--- config.mk ---
export PLATFORM = sky130hd
export DESIGN_NAME = mm_bus_arb_flat
export DESIGN_NICKNAME = d
export VERILOG_FILES = /design/src/rtl/mm_bus_arb_if.sv /design/src/rtl/mm_bus_arb.sv /design/src/flat_wrapper.sv
export SDC_FILE = /design/constraint.sdc
export NUM_CORES = 1
export LEC_CHECK = 0
export CAP_MARGIN = 25
export CORE_MARGIN = 2
export CORE_UTILIZATION = 44
export DETAILED_ROUTE_END_ITERATION = 16
export PLACE_DENSITY = 0.83
export SYNTH_ARGS = -nofsm -noshare
export SYNTH_HDL_FRONTEND = slang
export SYNTH_SLANG_ARGS = --single-unit
--- constraint.sdc ---
create_clock -name clk -period 3.7 [get_ports clk]
set_input_delay 0.555 -clock clk [delete_from_list [all_inputs] [get_ports clk]]
set_output_delay 0.555 -clock clk [all_outputs]
set_load 0.01 [all_outputs]
--- src/rtl/mm_bus_arb_if.sv ---
// Bundle of the CPU port, DMA port and shared external bus seen by mm_bus_arb.
// The slave modport is the arbiter's view; the master modport is the requesters' and bus model's view.
interface mm_bus_arb_if;
  logic        cpu_req;
  logic        cpu_we;
  logic [15:0] cpu_addr;
  logic [15:0] cpu_wdata;
  logic        cpu_ack;
  logic [15:0] cpu_rdata;

  logic        dma_req;
  logic        dma_we;
  logic [15:0] dma_addr;
  logic [15:0] dma_wdata;
  logic        dma_ack;
  logic [15:0] dma_rdata;

  logic [15:0] bus_addr;
  logic [15:0] bus_wdata;
  logic        bus_re;
  logic        bus_we;
  logic [15:0] bus_rdata;
  logic        bus_rdy;
  logic        bus_to;

  modport slave (
    input  cpu_req, cpu_we, cpu_addr, cpu_wdata,
    output cpu_ack, cpu_rdata,
    input  dma_req, dma_we, dma_addr, dma_wdata,
    output dma_ack, dma_rdata,
    output bus_addr, bus_wdata, bus_re, bus_we, bus_to,
    input  bus_rdata, bus_rdy
  );

  modport master (
    output cpu_req, cpu_we, cpu_addr, cpu_wdata,
    input  cpu_ack, cpu_rdata,
    output dma_req, dma_we, dma_addr, dma_wdata,
    input  dma_ack, dma_rdata,
    input  bus_addr, bus_wdata, bus_re, bus_we, bus_to,
    output bus_rdata, bus_rdy
  );
endinterface

--- src/rtl/mm_bus_arb.sv ---
// Round-robin arbiter between a CPU and a DMA port onto one external bus,
// with wait-state support and a bus timeout that completes the access with 16'hDEAD.
module mm_bus_arb #(
  parameter logic [3:0] TIMEOUT = 4'd15
) (
  input logic         clk,
  input logic         rst,
  mm_bus_arb_if.slave io
);

  typedef enum logic [1:0] {IDLE, BUSY, RESP} state_t;

  localparam logic OWN_CPU = 1'b0;
  localparam logic OWN_DMA = 1'b1;

  state_t      state_q;
  state_t      state_d;
  logic        owner_q;
  logic        last_owner_q;
  logic        we_q;
  logic        to_q;
  logic [15:0] addr_q;
  logic [15:0] wdata_q;
  logic [15:0] cpu_rdata_q;
  logic [15:0] dma_rdata_q;
  logic [3:0]  wait_cnt_q;
  logic        any_req;
  logic        grant_dma;
  logic        wait_expired;

  // On a tie, the port that did not own the previous access wins.
  assign any_req      = io.cpu_req || io.dma_req;
  assign grant_dma    = io.dma_req && (!io.cpu_req || (last_owner_q == OWN_CPU));
  assign wait_expired = (wait_cnt_q == (TIMEOUT - 4'd1));

  always_ff @(posedge clk) begin
    if (rst) begin
      state_q <= IDLE;
    end else begin
      state_q <= state_d;
    end
  end

  always_comb begin
    state_d = state_q;
    case (state_q)
      IDLE:    if (any_req) state_d = BUSY;
      BUSY:    if (io.bus_rdy || wait_expired) state_d = RESP;
      RESP:    state_d = IDLE;
      default: state_d = IDLE;
    endcase
  end

  // addr_q/wdata_q only change on a grant, so they also serve as the held bus values.
  always_ff @(posedge clk) begin
    if (rst) begin
      owner_q      <= OWN_CPU;
      last_owner_q <= OWN_DMA;
      we_q         <= 1'b0;
      to_q         <= 1'b0;
      addr_q       <= 16'h0000;
      wdata_q      <= 16'h0000;
      cpu_rdata_q  <= 16'h0000;
      dma_rdata_q  <= 16'h0000;
      wait_cnt_q   <= 4'd0;
    end else begin
      case (state_q)
        IDLE: begin
          if (any_req) begin
            owner_q    <= grant_dma;
            we_q       <= grant_dma ? io.dma_we    : io.cpu_we;
            addr_q     <= grant_dma ? io.dma_addr  : io.cpu_addr;
            wdata_q    <= grant_dma ? io.dma_wdata : io.cpu_wdata;
            wait_cnt_q <= 4'd0;
            to_q       <= 1'b0;
          end
        end
        BUSY: begin
          if (io.bus_rdy) begin
            if (!we_q && (owner_q == OWN_CPU)) cpu_rdata_q <= io.bus_rdata;
            if (!we_q && (owner_q == OWN_DMA)) dma_rdata_q <= io.bus_rdata;
          end else begin
            wait_cnt_q <= wait_cnt_q + 4'd1;
            if (wait_expired) begin
              to_q <= 1'b1;
              if (!we_q && (owner_q == OWN_CPU)) cpu_rdata_q <= 16'hDEAD;
              if (!we_q && (owner_q == OWN_DMA)) dma_rdata_q <= 16'hDEAD;
            end
          end
        end
        RESP: begin
          last_owner_q <= owner_q;
        end
        default: begin
        end
      endcase
    end
  end

  always_comb begin
    io.bus_re  = 1'b0;
    io.bus_we  = 1'b0;
    io.cpu_ack = 1'b0;
    io.dma_ack = 1'b0;
    io.bus_to  = 1'b0;
    case (state_q)
      BUSY: begin
        io.bus_re = !we_q;
        io.bus_we = we_q;
      end
      RESP: begin
        io.cpu_ack = (owner_q == OWN_CPU);
        io.dma_ack = (owner_q == OWN_DMA);
        io.bus_to  = to_q;
      end
      default: begin
      end
    endcase
  end

  assign io.bus_addr  = addr_q;
  assign io.bus_wdata = wdata_q;
  assign io.cpu_rdata = cpu_rdata_q;
  assign io.dma_rdata = dma_rdata_q;

endmodule

--- src/flat_wrapper.sv ---
// flat-port wrapper written by rule: the top's interface ports become plain ports
module mm_bus_arb_flat 
#(
  parameter logic [3:0] TIMEOUT = 4'd15
)
  (clk, rst, io_cpu_req, io_cpu_we, io_cpu_addr, io_cpu_wdata, io_cpu_ack, io_cpu_rdata, io_dma_req, io_dma_we, io_dma_addr, io_dma_wdata, io_dma_ack, io_dma_rdata, io_bus_addr, io_bus_wdata, io_bus_re, io_bus_we, io_bus_to, io_bus_rdata, io_bus_rdy);
  mm_bus_arb_if io_i ();
  input logic clk;
  input logic rst;
  input wire logic [$bits(io_i.cpu_req)-1:0] io_cpu_req;
  input wire logic [$bits(io_i.cpu_we)-1:0] io_cpu_we;
  input wire logic [$bits(io_i.cpu_addr)-1:0] io_cpu_addr;
  input wire logic [$bits(io_i.cpu_wdata)-1:0] io_cpu_wdata;
  output wire logic [$bits(io_i.cpu_ack)-1:0] io_cpu_ack;
  output wire logic [$bits(io_i.cpu_rdata)-1:0] io_cpu_rdata;
  input wire logic [$bits(io_i.dma_req)-1:0] io_dma_req;
  input wire logic [$bits(io_i.dma_we)-1:0] io_dma_we;
  input wire logic [$bits(io_i.dma_addr)-1:0] io_dma_addr;
  input wire logic [$bits(io_i.dma_wdata)-1:0] io_dma_wdata;
  output wire logic [$bits(io_i.dma_ack)-1:0] io_dma_ack;
  output wire logic [$bits(io_i.dma_rdata)-1:0] io_dma_rdata;
  output wire logic [$bits(io_i.bus_addr)-1:0] io_bus_addr;
  output wire logic [$bits(io_i.bus_wdata)-1:0] io_bus_wdata;
  output wire logic [$bits(io_i.bus_re)-1:0] io_bus_re;
  output wire logic [$bits(io_i.bus_we)-1:0] io_bus_we;
  output wire logic [$bits(io_i.bus_to)-1:0] io_bus_to;
  input wire logic [$bits(io_i.bus_rdata)-1:0] io_bus_rdata;
  input wire logic [$bits(io_i.bus_rdy)-1:0] io_bus_rdy;
  assign io_i.cpu_req = io_cpu_req;
  assign io_i.cpu_we = io_cpu_we;
  assign io_i.cpu_addr = io_cpu_addr;
  assign io_i.cpu_wdata = io_cpu_wdata;
  assign io_cpu_ack = io_i.cpu_ack;
  assign io_cpu_rdata = io_i.cpu_rdata;
  assign io_i.dma_req = io_dma_req;
  assign io_i.dma_we = io_dma_we;
  assign io_i.dma_addr = io_dma_addr;
  assign io_i.dma_wdata = io_dma_wdata;
  assign io_dma_ack = io_i.dma_ack;
  assign io_dma_rdata = io_i.dma_rdata;
  assign io_bus_addr = io_i.bus_addr;
  assign io_bus_wdata = io_i.bus_wdata;
  assign io_bus_re = io_i.bus_re;
  assign io_bus_we = io_i.bus_we;
  assign io_bus_to = io_i.bus_to;
  assign io_i.bus_rdata = io_bus_rdata;
  assign io_i.bus_rdy = io_bus_rdy;
  mm_bus_arb #(.TIMEOUT(TIMEOUT)) u_core (.clk(clk), .rst(rst), .io(io_i));
endmodule
Word-level counts from Yosys, hierarchy flattened
Index checks and enable logic that the tools add are counted.
Cells by class
  eq/ne operators: 7
  multiplexer cells: 26
  bitwise operators: 2
  multipliers: 0
  divide/modulo/power cells: 0
  $add $sub $neg: 1
  $lt $le $gt $ge: 0
  reduce and logical (&&, ||, !) cells: 17
  shift operators: 0
Operators with widths (count)
  two-way mux 16 bit: 10
  two-way mux 1 bit: 9
  AND reduction 3 bit: 3
  two-way mux 4 bit: 2
  one-hot mux 4 bit (2 select lines): 1
  inequality test 2 x 1 -> 1 bit (second input constant): 3
  adder 4 x 1 -> 4 bit (second input constant): 1
  == test 4 bit (second input constant): 1
  two-way mux 2 bit: 2
  one-hot mux 2 bit (2 select lines): 1
  AND reduction 2 bit: 2
  AND reduction 4 bit: 1
  nonzero test 2 bit: 2
  logical AND 1 bit: 3
  logical OR 1 bit: 3
  == test 2 x 1 -> 1 bit (second input constant): 1
  == test 2 bit (second input constant): 1
  zero test 1 bit: 2
  zero test 2 bit: 1
  inequality test 2 bit (second input constant): 1
  inverter 1 bit: 2
  one-hot mux 1 bit (2 select lines): 1
Storage, ports and cells
  input bits: 87
  logic and storage cells: 63
  output and inout bits: 69
  bits in writable memories: 0
  latch bits: 0
  bits in read-only memories: 0
  bits in registers: 74
  memories kept: 0

Depth between registers and ports, before layout
Gate-level depths: netlist of run 1.
  depth in word-level cells: 5
  gate-level depth with buffers: 7
  mapped depth without buffers: 5

Worst setup path before layout of run 1
No wires, ideal clock.
  path kind: flip-flop to flip-flop
  from: register u_core.wait_cnt_q[0]
  to: register u_core.dma_rdata_q[10], in the netlist u_core.io.dma_rdata[10]
  arrival: 1.731 ns
  clock period less this slack: 1.852 ns
  required time: 3.579 ns
  path buffers: 2
  cell stages (with the launch flop): 8
  slack: 1.848 ns
  cell sequence: dfxtp_1 inv_1 ha_1 a31oi_1 or4b_4 buf_6 buf_12 mux2_4
On the way
  cells in the longest elaborated chain, start to end: 3
Ends and longest elaborated chain
  start, declared: RTL line mm_bus_arb.sv:26  | logic [3:0] wait_cnt_q;
  start signal, assigned: RTL line mm_bus_arb.sv:83  | wait_cnt_q <= wait_cnt_q + 4'd1;
  == test 4 bit: RTL line mm_bus_arb.sv:34  | assign wait_expired = (wait_cnt_q == (TIMEOUT - 4'd1));
  nonzero test 2 bit (no source line)
  AND reduction 3 bit (no source line)
  end signal, assigned: RTL line mm_bus_arb.sv:81  | if (!we_q && (owner_q == OWN_DMA)) dma_rdata_q <= io.bus_rdata;
  end, declared: RTL line mm_bus_arb.sv:25  | logic [15:0] dma_rdata_q;
No other way between the ends.
A chain may end at the register's enable or synchronous reset.

Worst setup path in the final report of run 1
  from: register u_core.state_q[1]
  to: output port io_bus_to
On the way
  cells in the longest elaborated chain, start to end: 2
Ends and longest elaborated chain
  start, declared: RTL line mm_bus_arb.sv:16  | state_t state_q;
  start signal, assigned: RTL line mm_bus_arb.sv:40  | state_q <= state_d;
  == test 2 bit: RTL line mm_bus_arb.sv:106  | case (state_q)
  two-way mux 1 bit: RTL line mm_bus_arb.sv:106
  end, declared: RTL line flat_wrapper.sv:26  | output wire logic [$bits(io_i.bus_to)-1:0] io_bus_to;
No other way between the ends.

==> out/summary.json, run 1 <==
{
  "leak_pwr": {"value": 1.95, "unit": "nW"},
  "synthArstFlopShare": {"value": 0},
  "synthesis.instances": {"value": 305},
  "postSynthAreaPerCell": {"value": 10.5, "unit": "µm²"},
  "setup_bufs_post_cts": {"value": 0},
  "cp_num_buf_inv": {"value": 1},
  "timing.final.crit_share": {"value": 0.627},
  "core": {"value": 7140, "unit": "µm²"},
  "cts_hold_buffers": {"value": 0},
  "core.rowCount": {"value": 31},
  "max_slew_margin": {"value": 0.504},
  "die_w": {"value": 89.3, "unit": "µm"},
  "finalMaxSlewViolations": {"value": 0},
  "outcome": {"value": "completed"},
  "fill_cells": {"value": 587},
  "portBuffers": {"value": 155},
  "rsz0062_at_grt": {"value": "no"},
  "cts_num_sinks": {"value": 74},
  "routed_wirelength": {"value": 8070, "unit": "µm"},
  "syn-cell-area": {"value": 3200, "unit": "µm²"},
  "cells_along_the_critical_path": {"value": "nor2b_1, and2_1, clkdlybuf4s50_1"},
  "synthDominantAreaCellType": {"value": "dfxtp_1"},
  "ctsHtreeMaxLevel": {"value": 3},
  "gr-total-overflow": {"value": 0},
  "r2r_cells": {"value": 5},
  "synth.top_cell.area_share": {"value": 0.463},
  "met3RoutedLength": {"value": 826, "unit": "µm"},
  "holdPathStages": {"value": 1},
  "post-route-min-period": {"value": 2.32, "unit": "ns"},
  "commonest_non_fill_non_tap_cell_in_the_layout": {"value": "clkdlybuf4s50_1"},
  "clkSlewWorstSetupHoldPaths": {"value": 0.07, "unit": "ns"},
  "synth_nets": {"value": 394},
  "r2r_end": {"value": "u_core.io.cpu_rdata[15]"},
  "timing_worst_setup_path_type": {"value": "reg -> out"},
  "reg2reg_slack": {"value": 1.56, "unit": "ns"},
  "worst_hold_path.endpoint": {"value": "u_core.io.bus_addr[9]"},
  "cts_tree": {"value": "yes"},
  "antenna-diode-count": {"value": 0},
  "root_buffer": {"value": "clkbuf_8"},
  "ys_warn_count": {"value": 0},
  "clk-insertion-delay-late": {"value": 0.33, "unit": "ns"},
  "grt_first_pass_wirelength": {"value": 12500, "unit": "µm"},
  "postSynth.topFlopCell": {"value": "dfxtp_1"},
  "final_number_of_setup_violating_endpoints": {"value": 0},
  "max_clock_freq": {"value": 431, "unit": "MHz"},
  "dr.pass1.iters": {"value": 4},
  "viasPerCell": {"value": 5.02},
  "utilization": {"value": 0.697},
  "detailedPlacementHpwl": {"value": 6030, "unit": "µm"},
  "worst_ep_required_time": {"value": 3.14, "unit": "ns"},
  "tightest_slew": {"value": 0.745, "unit": "ns"},
  "most-common-layout-cells": {"value": "155 x clkdlybuf4s50_1, 74 x dfxtp_1, 43 x mux2i_1"},
  "grt.total_usage": {"value": 0.201},
  "finalClockSkew": {"value": 0.00965, "unit": "ns"},
  "ir_drop_worst_case_vdd": {"value": 182, "unit": "µV"},
  "worstPathArrival": {"value": 1.76, "unit": "ns"},
  "synth.area.top_cells": {"value": "dfxtp_1 46%, mux2i_1 13%, o2bb2ai_1 8.8%"},
  "synth_cell_type_count": {"value": 36},
  "setup_total_negative_slack": {"value": 0, "unit": "ns"},
  "cts_buffer_depth": {"value": 2},
  "clock_buffer_count_from_cts": {"value": 9},
  "design.die.area": {"value": 7980, "unit": "µm²"},
  "ys_seq_elements": {"value": 74},
  "wl_met1": {"value": 3370, "unit": "µm"},
  "die_h": {"value": 89.3, "unit": "µm"},
  "remaining_drc_errors": {"value": 0},
  "synth-edff-count": {"value": 0},
  "hold_start": {"value": "u_core.io.bus_addr[9]"},
  "critPathMaxStageDelay": {"value": 0.54, "unit": "ns"},
  "critical_path.max_fanout": {"value": 11},
  "drive_gt1_frac": {"value": 0.0939},
  "cellPowerDensity": {"value": 358, "unit": "nW/µm²"},
  "grt_max_degree": {"value": 37},
  "gp_congestion": {"value": 0.765},
  "crit_path_end_kind": {"value": "output port"},
  "drt_first_iter_violations": {"value": 117},
  "timing.hold.worst.class": {"value": "reg -> reg"},
  "route.vias.total": {"value": 2795},
  "route.top_layer_used": {"value": "met4"},
  "num_io_pins": {"value": 156},
  "wl_met2": {"value": 3790, "unit": "µm"},
  "regToRegStartpoint": {"value": "u_core.wait_cnt_q[0]"},
  "standard_cell_with_the_maximum_stage_delay_on_the_critical_path": {"value": "clkdlybuf4s50_1"},
  "hold_violation_count_in_the_final_report": {"value": 0},
  "nNetsFinal": {"value": 543},
  "sequential_area_share_after_synthesis": {"value": 0.463},
  "cts_resized": {"value": 0},
  "crit_path_start_kind": {"value": "register"},
  "layout-area-overhead-vs-synth": {"value": 55.2, "unit": "%"},
  "critPathTopFamily": {"value": "buffers and inverters"},
  "grt_antenna_before_repair": {"value": 0},
  "initial_utilization": {"value": 0.449},
  "detail_route.wl_per_cell": {"value": 14.5, "unit": "µm"},
  "ant_nets": {"value": 0},
  "max_cap_viols": {"value": 0},
  "first_global_vias": {"value": 2698}
}
[cells in the mapped netlist, types with 2 or more instances]
cell       instances
buf_2              7
nor3_1             3
o2bb2ai_1         32
o31ai_1            2
mux2_4             5
mux2_2            17
nand2_1           17
clkbuf_1          12
nor2_1             5
mux2i_1           43
ha_1               2
buf_6              2
inv_1             16
and2_1             2
or4_1              4
o21ai_0            3
a21oi_1           15
nand2b_1           2
nor2b_1           24
nand3_1            3
dfxtp_1           74
[metal layers]
layer  GRT usage  up-vias
li1            -     1376
met1       0.249     1285
met2       0.318      128
met3      0.0757        6
met4      0.0773        0
met5           0        -
[worst register-to-register path, stage by stage, from the launching register on]
cell,delay [ns]
dfxtp_1,0.39
inv_1,0.06
ha_1,0.21
a31oi_1,0.30
or4_1,0.65
mux2_2,0.42
[where the power goes]
group	total, mW	switching (mW)	internal, mW	leakage [nW]
sequential	0.878	0.0315	0.847	0.605
clock	0.530	0.271	0.259	0.0835
combinational	0.370	0.146	0.224	1.27
[area by class of cell]
class | count | area (µm²) | area share
Clock inverter | 2 | 13.8 | 0.00277
Tap cell | 99 | 124 | 0.0249
Sequential cell | 74 | 1480 | 0.298
Clock buffer | 13 | 149 | 0.0300
Inverter | 16 | 60.1 | 0.0121
Multi-Input combinational cell | 193 | 1550 | 0.313
Timing Repair Buffer | 160 | 1590 | 0.320
[metrics by stage]
stage                     hold slack [ns]  total power, mW  cell area, µm²  cells  worst slack, ns
after floorplan                     0.430             1.05            3200    305             1.85
after global placement              0.443             1.26            4810    542             1.12
after detailed placement            0.447             1.27            4810    542             1.06
after CTS                           0.467             1.80            4970    557             1.36
after global routing                0.479             1.87            4970    557             1.27
final                               0.460             1.78            4970    557             1.38
[worst max-delay path by stage]
stage | to | cells after the start | slack [ns] | from
floorplan | u_core.io.dma_rdata[10] | 7 | 1.85 | u_core.wait_cnt_q[0]
global placement | u_core.io.cpu_rdata[0] | 5 | 1.12 | io_bus_rdy
detailed placement | u_core.io.cpu_rdata[15] | 5 | 1.06 | io_bus_rdy
CTS | io_dma_ack | 3 | 1.36 | u_core.state_q[1]
global route | io_bus_to | 3 | 1.27 | u_core.state_q[1]
finish | io_bus_to | 3 | 1.38 | u_core.state_q[1]
[sequential cells by signal, summed over array words and instances (netlist names)]
signal / cells
u_core.we_q: 1
u_core.io.cpu_rdata: 16
u_core.to_q: 1
u_core.io.dma_rdata: 16
u_core.last_owner_q: 1
u_core.state_q: 2
u_core.wait_cnt_q: 4
u_core.io.bus_wdata: 16
u_core.io.bus_addr: 16
u_core.owner_q: 1
[cells by family (layout without fill, tap and decap cells)]
logic type,Yosys count,count (layout),synth area share
muxes,65,65,0.218
adders and majority gates,2,2,0.00781
DFF,74,74,0.462
and+or+nand+nor,63,63,0.108
AOI/OAI and AO/OA,62,62,0.145
buffers and inverters,38,191,0.0570
xor gates and xnor gates,1,1,0.00273
Note: power is estimated with default switching activity, not from simulation.
==> run 2, diff against run 1 <==
CORE_UTILIZATION = 41   (was 44)
PLACE_DENSITY = 0.78   (was 0.83)
clock period = 2.2 ns   (was 3.7 ns; I/O delays follow)
==> run 2 against run 1 <==
Net effect: final cell count grew 1.6%; sequential power grew 67%; via count is 1.4% higher; global-route usage is 0.89 points lower; design area is 3.1% higher; die area increased by 7.0%; wire length rose by 1.6%; total power up 92%; worst setup slack got worse by 1.2 ns; utilization fell by 2.6 points; register-to-register slack got worse by 1.2 ns; clock skew is 0.0013 ns higher; critical path type unchanged.
==> out/summary.json, run 2 (same netlist as run 1, synthesis figures left out) <==
{
  "design.die.area": {"value": 8530, "unit": "µm²"},
  "layout-area-overhead-vs-synth": {"value": 60.0, "unit": "%"},
  "cells_along_the_critical_path": {"value": "nor2b_1, and2_1, clkdlybuf4s50_1"},
  "clk-insertion-delay-late": {"value": 0.34, "unit": "ns"},
  "remaining_drc_errors": {"value": 0},
  "critical_path_depth": {"value": 3},
  "detailedPlacementHpwl": {"value": 6160, "unit": "µm"},
  "grt_antenna_before_repair": {"value": 0},
  "cts_num_sinks": {"value": 74},
  "reg2reg_slack": {"value": 0.35, "unit": "ns"},
  "grt.total_usage": {"value": 0.192},
  "hold_violation_count_in_the_final_report": {"value": 0},
  "num_io_pins": {"value": 156},
  "ctsHtreeMaxLevel": {"value": 3},
  "setup_total_negative_slack": {"value": 0, "unit": "ns"},
  "cellPowerDensity": {"value": 666, "unit": "nW/µm²"},
  "core": {"value": 7650, "unit": "µm²"},
  "route.vias.total": {"value": 2833},
  "regToRegStartpoint": {"value": "u_core.wait_cnt_q[0]"},
  "critPathTopFamily": {"value": "buffers and inverters"},
  "ant_nets": {"value": 0},
  "post-route-min-period": {"value": 2.02, "unit": "ns"},
  "finalMaxSlewViolations": {"value": 0},
  "die_w": {"value": 92.4, "unit": "µm"},
  "max_slew_margin": {"value": 0.589},
  "core.rowCount": {"value": 32},
  "place_ws": {"value": 0.157, "unit": "ns"},
  "max_cap_viols": {"value": 0},
  "fin_ws": {"value": 0.176, "unit": "ns"},
  "grt_first_pass_wirelength": {"value": 13200, "unit": "µm"},
  "finalClockSkew": {"value": 0.0109, "unit": "ns"},
  "r2r_cells": {"value": 5},
  "standard_cell_with_the_maximum_stage_delay_on_the_critical_path": {"value": "clkdlybuf4s50_1"},
  "timing_worst_setup_path_type": {"value": "reg -> out"},
  "viasPerCell": {"value": 5.01},
  "crit_end": {"value": "io_dma_ack"},
  "cp_num_buf_inv": {"value": 1},
  "dr.pass1.iters": {"value": 4},
  "antenna-diode-count": {"value": 0},
  "cts_buffer_depth": {"value": 2},
  "initial_utilization": {"value": 0.419},
  "commonest_non_fill_non_tap_cell_in_the_layout": {"value": "clkdlybuf4s50_1"},
  "crit_path_start_kind": {"value": "register"},
  "final_number_of_setup_violating_endpoints": {"value": 0},
  "outcome": {"value": "completed"},
  "rsz0062_at_grt": {"value": "no"},
  "die_h": {"value": 92.4, "unit": "µm"},
  "timing.hold.worst.class": {"value": "reg -> reg"},
  "clock_buffer_count_from_cts": {"value": 9},
  "total_power": {"value": 3.42, "unit": "mW"},
  "cp-startpoint": {"value": "u_core.state_q[1]"},
  "cts_tree": {"value": "yes"},
  "clkSlewWorstSetupHoldPaths": {"value": 0.09, "unit": "ns"},
  "routed_wirelength": {"value": 8190, "unit": "µm"},
  "crit_path_end_kind": {"value": "output port"},
  "first_global_vias": {"value": 2801},
  "drive_gt1_frac": {"value": 0.114},
  "tightest_slew": {"value": 0.616, "unit": "ns"},
  "ir_drop_worst_case_vdd": {"value": 309, "unit": "µV"},
  "worstPathArrival": {"value": 1.69, "unit": "ns"},
  "gr-total-overflow": {"value": 0},
  "most-common-layout-cells": {"value": "155 x clkdlybuf4s50_1, 73 x dfxtp_1, 43 x mux2i_1"},
  "gp_congestion": {"value": 0.747},
  "r2r_end": {"value": "u_core.io.dma_rdata[12]"},
  "critical_path.max_fanout": {"value": 11},
  "nNetsFinal": {"value": 548},
  "drt_first_iter_violations": {"value": 81},
  "max_clock_freq": {"value": 494, "unit": "MHz"},
  "detail_route.wl_per_cell": {"value": 14.5, "unit": "µm"},
  "leak_pwr": {"value": 2.03, "unit": "nW"},
  "root_buffer": {"value": "clkbuf_8"},
  "setup_bufs_post_cts": {"value": 0},
  "critPathMaxStageDelay": {"value": 0.56, "unit": "ns"},
  "worst_ep_required_time": {"value": 1.87, "unit": "ns"},
  "portBuffers": {"value": 155},
  "grt_max_degree": {"value": 34},
  "timing.final.crit_share": {"value": 0.920}
}
run 2: cell count changes in the layout (fill, tap and decap cells not counted), sizes merged:
cell and change:
clkbuf -3, buf +5, bufinv +3, inv +1
run 2: report_power, final:
group	leakage (nW)	internal (mW)	switching, mW
clock	0.127	0.789	0.510
sequential	0.605	1.42	0.0509
combinational	1.30	0.390	0.253
total	2.03	2.60	0.813
run 2: stage by stage:
step | area, µm² | std cells | hold WS, ns | utilization
3_5_place_dp | 4870 | 550 | 0.446 | 0.637
6_report | 5130 | 566 | 0.467 | 0.670
5_1_grt | 5130 | 566 | 0.491 | 0.670
3_3_place_gp | 4870 | 550 | 0.443 | 0.637
4_1_cts | 5120 | 566 | 0.474 | 0.670
2_1_floorplan | 3200 | 305 | 0.430 | -
run 2: final cells by class:
type,count,area [µm²]
Multi-Input combinational cell,193,1550
Clock buffer,10,138
Sequential cell,74,1480
Fill cell,601,2520
Clock inverter,6,113
Tap cell,102,128
Timing Repair Buffer,165,1650
Inverter,16,60.1
run 2: worst register-to-register path, stage by stage, from the launching register on:
cell,delay [ns]
dfxtp_1,0.35
inv_1,0.07
ha_1,0.16
a31oi_1,0.12
or4b_4,0.70
mux2_4,0.35
run 2: what timing repair did:
action / in CTS / in global routing
hold buffers: 0 / 0
setup endpoints to repair: 0 / 2
resized for setup: 0 / 1
run 2: how the worst min path moves through the flow:
stage | end | from | slack, ns | depth (start not counted)
6_report | u_core.io.bus_wdata[5] | u_core.io.bus_wdata[5] | 0.47 | 1
5_1_grt | u_core.io.bus_addr[15] | u_core.io.bus_addr[15] | 0.49 | 1
4_1_cts | u_core.io.cpu_rdata[4] | u_core.io.cpu_rdata[4] | 0.47 | 2
3_5_place_dp | u_core.io.bus_wdata[4] | u_core.io.bus_wdata[4] | 0.45 | 1
3_3_place_gp | u_core.io.bus_addr[14] | u_core.io.bus_addr[14] | 0.44 | 1
2_1_floorplan | u_core.last_owner_q | u_core.last_owner_q | 0.43 | 1
run 2: routing by layer:
layer | track usage | share of wire | vias up
met1 | 0.241 | 0.44 | 1314
met5 | 0 | 0 | -
met4 | 0.0784 | 0.016 | 0
li1 | - | - | 1393
met3 | 0.0594 | 0.075 | 13
met2 | 0.307 | 0.47 | 113
==> run 3, diff against run 2 <==
--- a/config.mk
+++ b/config.mk
@@ -11,2 +11,3 @@
 export DETAILED_ROUTE_END_ITERATION = 16
+export GPL_TIMING_DRIVEN = 0
 export PLACE_DENSITY = 0.78
--- a/constraint.sdc
+++ b/constraint.sdc
@@ -3,2 +3,2 @@
 set_output_delay 0.33 -clock clk [all_outputs]
-set_load 0.01 [all_outputs]
+set_load 0.005 [all_outputs]
==> run 3 against run 2 <==
Net effect: global-route usage increased by 0.89 points; sequential power about the same; clock skew decreased by 0.0026 ns; design area about the same; clock power decreased by 3%; critical path type is now in -> reg.
==> out/summary.json, run 3 (same netlist as run 1, synthesis figures left out) <==
{
  "route.vias.total": {"value": 2881},
  "drt_first_iter_violations": {"value": 90},
  "stdcell_count": {"value": 576},
  "most-common-layout-cells": {"value": "155 x clkdlybuf4s50_1, 73 x dfxtp_1, 43 x mux2i_1"},
  "leak_pwr": {"value": 2.03, "unit": "nW"},
  "power_frac_comb": {"value": 0.181},
  "rsz0062_at_grt": {"value": "no"},
  "design.die.area": {"value": 8530, "unit": "µm²"},
  "final_number_of_setup_violating_endpoints": {"value": 0},
  "r2r_cells": {"value": 6},
  "initial_utilization": {"value": 0.419},
  "first_global_vias": {"value": 2873},
  "core": {"value": 7650, "unit": "µm²"},
  "detail_route.wl_per_cell": {"value": 15.0, "unit": "µm"},
  "ir_drop_worst_case_vdd": {"value": 336, "unit": "µV"},
  "global_route.peak_usage_layer": {"value": "met2"},
  "reg2reg_slack": {"value": 0.21, "unit": "ns"},
  "cts_tree": {"value": "yes"},
  "worstPathArrival": {"value": 2.25, "unit": "ns"},
  "portBuffers": {"value": 155},
  "ant_nets": {"value": 0},
  "grt.met1_usage": {"value": 0.241},
  "grt_max_degree": {"value": 13},
  "grt_first_pass_wirelength": {"value": 13700, "unit": "µm"},
  "area_of_all_placed_cells_without_fillers": {"value": 5120, "unit": "µm²"},
  "timing.hold.worst.class": {"value": "reg -> reg"},
  "regToRegStartpoint": {"value": "u_core.wait_cnt_q[1]"},
  "clock_buffer_count_from_cts": {"value": 9},
  "grt_antenna_before_repair": {"value": 0},
  "utilization": {"value": 0.670},
  "max_clock_freq": {"value": 491, "unit": "MHz"},
  "drive_gt1_frac": {"value": 0.108},
  "max_cap_viols": {"value": 0},
  "detailed_place.area": {"value": 4880, "unit": "µm²"},
  "setup_bufs_post_cts": {"value": 0},
  "clock_power_share": {"value": 0.377},
  "detailedPlacementHpwl": {"value": 6600, "unit": "µm"},
  "cts_buffer_depth": {"value": 2},
  "clkSlewWorstSetupHoldPaths": {"value": 0.08, "unit": "ns"},
  "post-route-min-period": {"value": 2.04, "unit": "ns"},
  "gp_congestion": {"value": 0.756},
  "place_ws": {"value": -0.185, "unit": "ns"},
  "die_h": {"value": 92.4, "unit": "µm"},
  "holdPathStages": {"value": 2},
  "power.sequential.fraction": {"value": 0.442},
  "grt.total_usage": {"value": 0.201},
  "cts_num_sinks": {"value": 74},
  "antenna-diode-count": {"value": 0},
  "outcome": {"value": "completed"},
  "worst_ep_required_time": {"value": 2.42, "unit": "ns"},
  "remaining_drc_errors": {"value": 0},
  "cts_hold_buffers": {"value": 0},
  "timing_worst_setup_path_type": {"value": "in -> reg"},
  "max_slew_margin": {"value": 0.634},
  "worst_hold_path.endpoint": {"value": "u_core.io.cpu_rdata[13]"},
  "tightest_slew": {"value": 0.543, "unit": "ns"},
  "r2r_end": {"value": "u_core.io.dma_rdata[9]"},
  "internal-power": {"value": 2.58, "unit": "mW"},
  "netSwitchingFraction": {"value": 0.226},
  "hold_violation_count_in_the_final_report": {"value": 0},
  "finalMaxSlewViolations": {"value": 0},
  "p_switching": {"value": 0.753, "unit": "mW"},
  "die_w": {"value": 92.4, "unit": "µm"},
  "crit_path_start_kind": {"value": "primary input"},
  "finalClockSkew": {"value": 0.00837, "unit": "ns"},
  "dr.pass1.iters": {"value": 4},
  "cp-startpoint": {"value": "io_bus_rdy"},
  "cellPowerDensity": {"value": 651, "unit": "nW/µm²"},
  "post-place-cells": {"value": 562},
  "grt_met3_use": {"value": 0.0675},
  "routed_wirelength": {"value": 8630, "unit": "µm"},
  "crit_path_end_kind": {"value": "register"},
  "root_buffer": {"value": "clkbuf_8"},
  "ctsHtreeMaxLevel": {"value": 3},
  "clk-insertion-delay-late": {"value": 0.33, "unit": "ns"},
  "fin_ws": {"value": 0.164, "unit": "ns"},
  "layout-area-overhead-vs-synth": {"value": 59.9, "unit": "%"},
  "num_io_pins": {"value": 156},
  "gr-usage-met2": {"value": 0.337},
  "hold_start": {"value": "u_core.io.cpu_rdata[13]"},
  "critical_path.max_fanout": {"value": 10},
  "core.rowCount": {"value": 32},
  "viasPerCell": {"value": 5.00},
  "gr-total-overflow": {"value": 0},
  "nNetsFinal": {"value": 559},
  "commonest_non_fill_non_tap_cell_in_the_layout": {"value": "clkdlybuf4s50_1"},
  "timing.final.crit_share": {"value": 0.926}
}
## run 3: worst max-delay path, stage by stage
cell             delay (ns)
clkdlybuf4s50_1        0.62
a31oi_1                0.14
or4b_4                 0.55
buf_6                  0.16
buf_12                 0.15
mux2_4                 0.29
## run 3: what timing repair did
action | CTS | global route
endpoints found under the hold margin | 0 | 0
cloned | 0 | 0
resized for setup | 0 | 3
endpoints found under the setup margin | 1 | 1
## run 3: worst max path at each step
stage	endpoint	slack, ns	depth (start not counted)
floorplan	u_core.io.dma_rdata[10]	0.35	7
global placement	u_core.io.dma_rdata[11]	-0.14	6
detailed placement	u_core.io.dma_rdata[9]	-0.19	6
CTS	io_dma_ack	0.11	3
global route	u_core.io.dma_rdata[9]	0.08	5
finish	u_core.io.dma_rdata[9]	0.16	6
## run 3: final cells by class
cell class	instances	area, µm²
inverter	16	60.1
sequential	74	1480
clock buffer	10	138
clock inverter	5	103
timing repair buffer	155	1550
fill	624	2530
buffer	21	120
multi-input combinational	193	1540
tap	102	128
## run 3: layer usage
metal,up-vias,part of all wire,routed length (µm)
li1,1414,-,-
met3,6,0.094,814
met1,1346,0.42,3640
met4,0,0.0082,71
met5,-,0,0
met2,115,0.48,4100
## run 3: through the flow
step                      setup TNS (ns)  power, mW  hold slack (ns)
after CTS                              0       3.37            0.467
after global routing                   0       3.48            0.483
after floorplan                        0       1.73            0.430
after global placement             -1.19       2.10            0.443
after detailed placement           -1.44       2.11            0.449
final                                  0       3.33            0.464
## run 3: power by group through the flow
stage	Sequential [mW]	Combinational [mW]	Clock, mW
floorplan	1.50	0.228	0
global placement	1.50	0.601	0
detailed placement	1.50	0.610	0
CTS	1.47	0.611	1.28
global route	1.48	0.655	1.34
finish	1.47	0.604	1.26
